## src/rtl/fifo_pkg.sv

```systemverilog
// rtl/fifo_pkg.sv - shared Gray helpers, counter width and almost-full states for the async FIFO
package fifo_pkg;

  localparam int OVF_CNT_W = 16;

  typedef enum logic {
    IDLE = 1'b0,
    AF   = 1'b1
  } af_state_t;

  function automatic logic [31:0] width_mask(input int w);
    return (w >= 32) ? 32'hFFFF_FFFF : ((32'd1 << w) - 32'd1);
  endfunction

  function automatic logic [31:0] bin2gray(input logic [31:0] b, input int w);
    logic [31:0] v;
    v = b & width_mask(w);
    return v ^ (v >> 1);
  endfunction

  // Prefix XOR from the MSB down; bits above w are forced to zero first.
  function automatic logic [31:0] gray2bin(input logic [31:0] g, input int w);
    logic [31:0] v;
    v = g & width_mask(w);
    for (int s = 1; s < 32; s = s * 2) begin
      v = v ^ (v >> s);
    end
    return v;
  endfunction

endpackage

```

## src/rtl/gray_to_bin.sv

```systemverilog
// rtl/gray_to_bin.sv - combinational Gray to binary converter of width SIZE
module gray_to_bin
  import fifo_pkg::*;
#(
  parameter int SIZE = 4
) (
  input  logic [SIZE-1:0] i_gray,
  output logic [SIZE-1:0] o_bin
);

  assign o_bin = SIZE'(gray2bin(32'(i_gray), SIZE));

endmodule

```

## src/rtl/wptr_full_prog.sv

```systemverilog
// rtl/wptr_full_prog.sv - write pointer, full/almost-full/level/overflow logic; WPTR_OVF_CNT_EN builds the drop counter
module wptr_full_prog
  import fifo_pkg::*;
#(
  parameter int ADDRSIZE      = 6,
  parameter int AF_THRESH_DEF = 62,
  parameter int AF_HYST       = 0
) (
  input  logic                  wclk,
  input  logic                  wrst_n,
  input  logic                  winc,
  input  logic [ADDRSIZE:0]     wq2_rptr,
  input  logic [ADDRSIZE:0]     af_thresh_in,
  input  logic                  af_thresh_ld,
  input  logic                  wovf_clr,
  output logic [ADDRSIZE-1:0]   waddr,
  output logic [ADDRSIZE:0]     wptr,
  output logic [ADDRSIZE:0]     wbin,
  output logic                  wfull,
  output logic                  almost_full,
  output logic [ADDRSIZE:0]     wlevel,
  output logic                  wovf,
  output logic [OVF_CNT_W-1:0]  wovf_cnt
);

  localparam int PW      = ADDRSIZE + 1;
  localparam int DEPTH   = 1 << ADDRSIZE;
  localparam int THR_R_I = (AF_THRESH_DEF <= 0) ? 1 :
                           (AF_THRESH_DEF > DEPTH) ? DEPTH : AF_THRESH_DEF;
  localparam int HYST_I  = (AF_HYST < 0) ? 0 : (AF_HYST > DEPTH) ? DEPTH : AF_HYST;

  localparam logic [PW-1:0] DEPTH_V = PW'(DEPTH);
  localparam logic [PW-1:0] THR_RST = PW'(THR_R_I);
  localparam logic [PW-1:0] HYST_V  = PW'(HYST_I);
  localparam logic [PW-1:0] ONE_V   = PW'(1);

  function automatic logic [PW-1:0] clamp_thr(input logic [PW-1:0] x);
    if (x == '0) return ONE_V;
    if (x > DEPTH_V) return DEPTH_V;
    return x;
  endfunction

  logic [PW-1:0] r_wbin;
  logic [PW-1:0] r_wptr;
  logic [PW-1:0] r_wlevel;
  logic          r_wfull;
  logic          r_wovf;
  logic [PW-1:0] r_thr;
  af_state_t     r_af_state;

  logic          w_wacc;
  logic          w_drop;
  logic [PW-1:0] w_wbinnext;
  logic [PW-1:0] w_wgraynext;
  logic [PW-1:0] w_rbin;
  logic [PW-1:0] w_level_next;
  logic [PW-1:0] w_lo;
  af_state_t     w_af_next;

  assign w_wacc      = winc & ~r_wfull;
  assign w_drop      = winc & r_wfull;
  assign w_wbinnext  = r_wbin + {{(PW-1){1'b0}}, w_wacc};
  assign w_wgraynext = PW'(bin2gray(32'(w_wbinnext), PW));

  gray_to_bin #(
    .SIZE (PW)
  ) u_rptr_g2b (
    .i_gray (wq2_rptr),
    .o_bin  (w_rbin)
  );

  // Modulo-2^PW subtraction keeps the level right across pointer wrap.
  assign w_level_next = w_wbinnext - w_rbin;
  assign w_lo         = (r_thr > HYST_V) ? (r_thr - HYST_V) : ONE_V;

  always_ff @(posedge wclk or negedge wrst_n) begin
    if (!wrst_n) begin
      r_wbin   <= '0;
      r_wptr   <= '0;
      r_wlevel <= '0;
      r_wfull  <= 1'b0;
    end else begin
      r_wbin   <= w_wbinnext;
      r_wptr   <= w_wgraynext;
      r_wlevel <= w_level_next;
      r_wfull  <= (w_level_next == DEPTH_V);
    end
  end

  always_ff @(posedge wclk or negedge wrst_n) begin
    if (!wrst_n) begin
      r_thr <= THR_RST;
    end else if (af_thresh_ld) begin
      r_thr <= clamp_thr(af_thresh_in);
    end
  end

  always_ff @(posedge wclk or negedge wrst_n) begin
    if (!wrst_n) begin
      r_wovf <= 1'b0;
    end else if (w_drop) begin
      r_wovf <= 1'b1;
    end else if (wovf_clr) begin
      r_wovf <= 1'b0;
    end
  end

  always_ff @(posedge wclk or negedge wrst_n) begin
    if (!wrst_n) begin
      r_af_state <= IDLE;
    end else begin
      r_af_state <= w_af_next;
    end
  end

  // Full implies level >= thr (thr <= DEPTH), so AF is held while full.
  always_comb begin
    w_af_next = r_af_state;
    case (r_af_state)
      IDLE:    if (w_level_next >= r_thr) w_af_next = AF;
      AF:      if (w_level_next < w_lo)   w_af_next = IDLE;
      default: w_af_next = IDLE;
    endcase
  end

  always_comb begin
    almost_full = (r_af_state == AF);
  end

`ifdef WPTR_OVF_CNT_EN
  logic [OVF_CNT_W-1:0] r_wovf_cnt;

  always_ff @(posedge wclk or negedge wrst_n) begin
    if (!wrst_n) begin
      r_wovf_cnt <= '0;
    end else if (w_drop) begin
      if (wovf_clr)
        r_wovf_cnt <= OVF_CNT_W'(1);
      else if (r_wovf_cnt != {OVF_CNT_W{1'b1}})
        r_wovf_cnt <= r_wovf_cnt + OVF_CNT_W'(1);
    end else if (wovf_clr) begin
      r_wovf_cnt <= '0;
    end
  end

  assign wovf_cnt = r_wovf_cnt;
`else
  assign wovf_cnt = '0;
`endif

  assign waddr  = r_wbin[ADDRSIZE-1:0];
  assign wbin   = r_wbin;
  assign wptr   = r_wptr;
  assign wlevel = r_wlevel;
  assign wfull  = r_wfull;
  assign wovf   = r_wovf;

endmodule

```

## config.mk

```make
export PLATFORM = sky130hd
export DESIGN_NAME = wptr_full_prog
export DESIGN_NICKNAME = d
export VERILOG_FILES = /design/src/rtl/fifo_pkg.sv /design/src/rtl/gray_to_bin.sv /design/src/rtl/wptr_full_prog.sv
export SDC_FILE = /design/constraint.sdc
export NUM_CORES = 1
export LEC_CHECK = 0
export ABC_AREA = 1
export CORE_MARGIN = 8
export CORE_UTILIZATION = 40
export CTS_CLUSTER_SIZE = 14
export DETAILED_ROUTE_END_ITERATION = 7
export PLACE_DENSITY = 0.67
export SLEW_MARGIN = 5
export SYNTH_ARGS = -nofsm -noshare
export SYNTH_HDL_FRONTEND = slang
export SYNTH_HIERARCHICAL = 1
export SYNTH_SLANG_ARGS = --single-unit
```

## constraint.sdc

```tcl
create_clock -name wclk -period 4.2 [get_ports wclk]
set_clock_uncertainty 0.05 [all_clocks]
set_input_delay 0.63 -clock wclk [delete_from_list [all_inputs] [get_ports wclk]]
set_output_delay 0.63 -clock wclk [all_outputs]
set_load 0.1 [all_outputs]
```

==> results of run 1 <==
==> metal layers <==
| metal | track usage (%) | wire length [um] | vias up |
|---|---|---|---|
| met5 | 0 | 0 | - |
| met1 | 13.77 | 2117 | 797 |
| met4 | 5.409 | 82 | 0 |
| met3 | 4.323 | 343 | 6 |
| li1 | - | - | 963 |
| met2 | 19.79 | 2147 | 51 |
==> layout make-up <==
class | count | area, um^2
timing repair buffer | 51 | 503.0
tap | 72 | 90.09
fill | 526 | 2659
multi-input combinational | 197 | 1100
clock inverter | 3 | 40.04
inverter | 59 | 221.5
clock buffer | 5 | 68.82
sequential | 30 | 757.0
==> worst min-delay path, delay by kind of cell, from the launching register on <==
kind	cells	cell delay (ns)
AOI/OAI and AO/OA	1	0.08
buffers and inverters	1	0.07
DFF	1	0.37
==> through the flow <==
stage / worst slack [ns] / cells / hold slack, ns
finish: 0.6101 / 417 / 0.4798
global route: 0.3183 / 417 / 0.5065
CTS: 0.5851 / 417 / 0.4868
detailed placement: 0.3290 / 409 / 0.4724
global placement: 0.4268 / 409 / 0.4618
floorplan: 0.6119 / 313 / 0.2844
==> cell usage after synthesis <==
library cell  instances
nand2_1              82
inv_1                57
dfrtp_1              25
buf_4                24
ha_1                 17
nor2_1               17
nand3_1              14
xnor2_1               7
xor2_1                6
dfstp_2               5
o21ai_0               5
a21oi_1               4
nand2_2               4
nand3_2               4
nand4_1               4
a21oi_2               2
inv_2                 2
nor2_2                2
nor3_1                2
o22ai_1               2
a211oi_1              1
a31o_2                1
a31oi_1               1
buf_2                 1
buf_6                 1
clkbuf_1              1
conb_1                1
fa_1                  1
nand3b_1              1
nor3_2                1
o21ai_1               1
o21bai_1              1
o21bai_2              1
==> path summary, 6_finish.rpt <==
path                                to  startpoint  cells after the start
max reg2reg                almost_full       wfull                     20
min in group asynchronous      wptr[0]      wrst_n                      2
min                           r_thr[2]    r_thr[2]                      2
max in group asynchronous     r_thr[4]      wrst_n                      2
max                        almost_full        winc                     22
min reg2reg                   r_thr[2]    r_thr[2]                      2
==> sequential cells by signal, summed over array words and instances, names as in the netlist <==
register     flops
wfull            1
wptr             6
r_thr            7
almost_full      1
wlevel           7
wovf             1
wbin             7
==> cells by family (layout without fill, tap and decap cells) <==
kind of cell,count (synthesis),count (layout),synth area share [%]
XOR/XNOR,13,13,5.124
flip-flops,30,30,34.07
AO/OA/AOI/OAI,19,19,5.462
buffers and inverters,86,118,18.98
AND/OR/NAND/NOR,131,131,25.73
other,1,16,0.1688
adder cells (fa/ha/maj),18,18,10.47
==> summary.md, run 1 <==
| Metric | Value |
|---|---|
| Status | `finished, final reports clean` |
| Die Y | `90.54 um` |
| Post-route antenna net violation count | `0` |
| Arrival @ worst endpoint | `roughly 3.7 ns` |
| Critical Path Source Type | `input port` |
| Vias in the first global route | `about 1,900` |
| Initial antenna violation count | `0` |
| DIE AREA | `8197 um^2` |
| Slew @ Worst Pin | `between 0.9 and 1 ns` |
| Max Clk Rate | `~280 MHz` |
| Area after DPL | `2671 um^2` |
| Slowest-stage cell, CP | `clkdlybuf4s50_1` |
| CP top delay family | `simple AND/OR/NAND/NOR gates` |
| H-tree levels | `2` |
| Design area | `~2800 um^2` |
| Vias per Instance | `about 4.4` |
| Largest net degree at the start of global routing | `31` |
| First-pass GRT wire length | `slightly above 8 mm` |
| CTS tree | `built` |
| Fin crit period | `3.590 ns` |
| Setup TNS Final | `0 ns` |
| Clock Tree Root | `clkbuf_8` |
| CP dominant cell by count | `nand2_1` |
| Share of layout cells above drive strength 1 | `around a tenth` |
| Post-synth top area share | `28.15%` |
| Core Area | `about 5400 um^2` |
| Distinct cells, synth | `33` |
| DRT Wirelength | `roughly 4.7 mm` |
| Seq/Total Area, Yosys | `between 30% and 40%` |
| GRT Total Usage | `about an eighth` |
| Final-report hold violation count | `0` |
| Via count | `approximately 1,800` |
| Clock latency on the worst-skew pair | `a little under 0.3 ns` |
| Die W | `90.54 um` |
| Clock Pin Slew Worst Setup and Hold Paths | `0.07 ns` |
| Period Utilization, post-route | `about 85%` |
| Ranking of synthesized cells by area | `dfrtp_1, nand2_1, inv_1, ha_1, buf_4` |
| # IOs | `65` |
| Bufs and invs on worst path | `6` |
| WL per Instance | `approximately 11 um` |
| Postcts setup bufs | `0` |
| CTS Hold Bufs | `0` |
| Setup CP Type | `input port to flop` |
| Most frequent cells in the layout | `nand2_1, inv_1, clkdlybuf4s50_1` |
| Synthesized flop and latch total | `30` |
| Final setup viols | `0` |
| Crit path max fanout | `6` |
| PortBufs | `48` |
| Commonest non-fill, non-tap cell in the layout | `nand2_1` |
| Ant. Diodes | `0` |
| Layout Utilization | `51.12%` |
| Area grow syn2layout | `25.11%` |
| Area leader, netlist | `dfrtp_1` |
| GRT overflow | `0` |
| Post-Synthesis Cell Area | `2222 um^2` |
| DRC violation count after routing | `0` |
| Reg2Reg Setup Slack | `between 1 and 1.5 ns` |
| Avg Cell Area, Syn | `7.457 um^2` |
| 1st-iter DRT viols | `72` |
| CP Cell Sequence | `clkdlybuf4s50_1 > inv_1 > nor2_1 > ha_1 > nand3_1 > nor2_1 > inv_1 > nand2_1 > inv_1 > ha_1 > nand2_1 > nand2_1 > a31oi_1 > xor2_1 > inv_1 > ha_1 > a211oi_1 > nand2_1 > nand2_1 > inv_1 > nand2_1 > nand2_1` |
| CTS sink cnt | `30` |
| Initial Util | `just over 40%` |
| GP Congestion | `just over 0.8` |
| Drt first pass iters | `4` |
| # nets final | `between 300 and 400` |
| Post-DP HPWL | `about 3.8 mm` |
| Relative slew slack | `34.60%` |
| Worst Setup End Kind | `flop` |
| CP max stage delay | `around 0.48 ns` |
| FP Rows | `27` |
| Pins Over Slew Limit | `0` |
| Max Cap Viol | `0` |
| Synth Instances | `between 200 and 300` |
| Worst min path class | `flop to flop` |
| Data required, critical path | `approximately 4.3 ns` |
| Clock buffer depth | `2` |
| TritonCTS buffer count | `5` |
| RSZ-0062 raised after global routing | `false` |
| Post_cts resized | `0` |
| Yosys warns | `6` |
Power of run 1 is left out: the tool's default activity adds up to more than one toggle a clock period on the data nets, which glitch-free logic cannot reach.
==> run 2, diff against run 1 <==
--- a/config.mk
+++ b/config.mk
@@ -6,7 +6,6 @@
 export NUM_CORES = 1
 export LEC_CHECK = 0
 export ABC_AREA = 1
-export CORE_MARGIN = 8
 export CORE_UTILIZATION = 40
 export CTS_CLUSTER_SIZE = 14
 export DETAILED_ROUTE_END_ITERATION = 7
==> summary.md, run 2 (synthesized netlist as in run 1, its figures left out) <==
| Metric | Value |
|---|---|
| Vias in the first global route | `1,723 (-7.4%)` |
| First-pass GRT wire length | `7.410 mm (-9.4%)` |
| Pins Over Slew Limit | `0 (unchanged)` |
| Slew @ Worst Pin | `0.9748 ns (-0.003168 ns)` |
| Most frequent cells in the layout | `nand2_1, inv_1, clkdlybuf4s50_1` |
| WL per Instance | `10.23 um (-9.1%)` |
| Die Y | `76.54 um (-15%)` |
| Status | `finished, final reports clean` |
| GRT overflow | `0 (unchanged)` |
| CP max stage delay | `0.48 ns (about the same)` |
| Area after DPL | `2669 um^2 (about the same)` |
| Postcts setup bufs | `0 (unchanged)` |
| Final-report hold violation count | `0 (unchanged)` |
| R2R Path End | `almost_full` |
| FF-to-FF Start | `wfull` |
| FP Rows | `26 (-3.7%)` |
| Clock Pin Slew Worst Setup and Hold Paths | `0.06 ns (about the same)` |
| Fin crit period | `3.575 ns (-0.01518 ns)` |
| Pre-CTS WS | `0.3432 ns (+0.01421 ns)` |
| Clock Tree Root | `clkbuf_8` |
| Worst Setup SP | `winc` |
| CTS Hold Bufs | `0 (unchanged)` |
| GRT Total Usage | `15.66% (+3.6 points)` |
| Ant. Diodes | `0 (unchanged)` |
| CP Cell Sequence | `clkdlybuf4s50_1 > inv_1 > nor2_1 > ha_1 > nand3_1 > nor2_1 > inv_1 > nand2_1 > inv_1 > ha_1 > nand2_1 > nand2_1 > a31oi_1 > xor2_1 > inv_1 > ha_1 > a211oi_1 > nand2_1 > nand2_1 > inv_1 > nand2_1 > nand2_1` |
| RSZ-0062 raised after global routing | `false` |
| Period Utilization, post-route | `85.11% (-0.36 points)` |
| 1st-iter DRT viols | `46 (-36%)` |
| DIE AREA | `5858 um^2 (-29%)` |
| Commonest non-fill, non-tap cell in the layout | `nand2_1` |
| Hold Startpoint | `wfull` |
| Max Clk Rate | `279.7 MHz (+0.42%)` |
| Drt first pass iters | `5 (+1)` |
| TritonCTS buffer count | `5 (unchanged)` |
| H-tree levels | `2 (unchanged)` |
| Vias per Instance | `4.470 (+2.6%)` |
| Worst Setup End Kind | `flop` |
| PortBufs | `48 (unchanged)` |
| Area grow syn2layout | `24.16%` |
| CTS sink cnt | `30 (unchanged)` |
| Hold path cells | `2 (unchanged)` |
| Post_cts resized | `0 (unchanged)` |
| Setup TNS Final | `0 ns (unchanged)` |
| Bufs and invs on worst path | `6 (unchanged)` |
| Final worst slack | `0.6253 ns (+0.01518 ns)` |
| Post-route antenna net violation count | `0 (unchanged)` |
| Die W | `76.54 um (-15%)` |
| Core Area | `5238 um^2 (-3.7%)` |
| Max Cap Viol | `0 (unchanged)` |
| Crit path max fanout | `6 (unchanged)` |
| Post-DP HPWL | `3.359 mm (-12%)` |
| DRC violation count after routing | `0 (unchanged)` |
| Fill cells | `511 (-2.9%)` |
| Relative slew slack | `34.81% (+0.21 points)` |
| CP top delay family | `adder cells` |
| Register Area | `757.0 um^2 (unchanged)` |
| Share of layout cells above drive strength 1 | `8.986% (-0.58 points)` |
| Largest net degree at the start of global routing | `31 (unchanged)` |
| Slowest-stage cell, CP | `clkdlybuf4s50_1` |
| Worst min path class | `flop to flop` |
| Final setup viols | `0 (unchanged)` |
| Data required, critical path | `4.32 ns (-0.02 ns)` |
| Area occupied by multi-input gates | `1100 um^2 (unchanged)` |
| Reg2Reg Setup Slack | `1.08 ns (+0.04 ns)` |
| Hold Crit Endpoint | `wovf` |
| Initial antenna violation count | `0 (unchanged)` |
| # IOs | `65 (unchanged)` |
| CP dominant cell by count | `nand2_1` |
| Design area | `2759 um^2 (-0.77%)` |
| # nets final | `381 (unchanged)` |
| Arrival @ worst endpoint | `3.70 ns (-0.03 ns)` |
| Clock latency on the worst-skew pair | `0.28 ns (about the same)` |
| Critical Path Source Type | `input port` |
| DRT Wirelength | `4.244 mm (-9.5%)` |
| Initial Util | `42.43% (+1.6 points)` |
| Worst-case reg-to-reg path depth | `20 (unchanged)` |
| GP Congestion | `0.8292 (+1.5%)` |
| Via count | `1,855 (+2.1%)` |
| Clock buffer depth | `2 (unchanged)` |
| CTS tree | `built` |
| Setup CP Type | `input port to flop` |
## run 2: changes by cell type in the layout (fill, tap and decap cells not counted), sizes merged
cell,change
bufinv,-1
clkinv,-2
clkbuf,+3
## run 2: how the worst max path moves through the flow
stage / cells past startpoint / end / slack (ns)
floorplan: 18 / almost_full / 0.61
global placement: 22 / almost_full / 0.43
global route: 22 / almost_full / 0.35
finish: 22 / almost_full / 0.63
CTS: 22 / almost_full / 0.62
detailed placement: 22 / almost_full / 0.34
## run 2: layer usage
metal	GRT usage, %	vias up	share of wire (%)
met5	0	-	0
met2	26.22	51	47
met1	19.72	840	48
met3	3.593	4	4.2
li1	-	960	-
met4	5.385	0	1.3
## run 2: worst reg2reg max path: stages, from the launching register on
cell and delay, ns:
dfrtp_1 0.39, nor2_1 0.11, ha_1 0.18, nand3_1 0.10, nor2_1 0.14, inv_1 0.07, nand2_1 0.13, inv_1 0.07
ha_1 0.35, nand2_1 0.09, nand2_1 0.07, a31oi_1 0.18, xor2_1 0.21, inv_1 0.10, ha_1 0.31, a211oi_1 0.20
nand2_1 0.08, nand2_1 0.06, inv_1 0.04, nand2_1 0.04, nand2_1 0.04
## run 2: final cells by class
cell class,count,share of cell area [%]
inverter,59,8.027
sequential,30,27.44
multi-input combinational,197,39.86
tap,70,3.175
timing repair buffer,51,18.23
clock buffer,8,3.265
## run 2: stage by stage
stage,std cells,hold slack (ns),util [%]
5_1_grt,415,0.5181,52.68
4_1_cts,415,0.4848,52.68
3_3_place_gp,407,0.4656,50.96
3_5_place_dp,407,0.4710,50.96
2_1_floorplan,313,0.2844,-
6_report,415,0.4785,52.68
Power of run 2 is left out for the same reason.
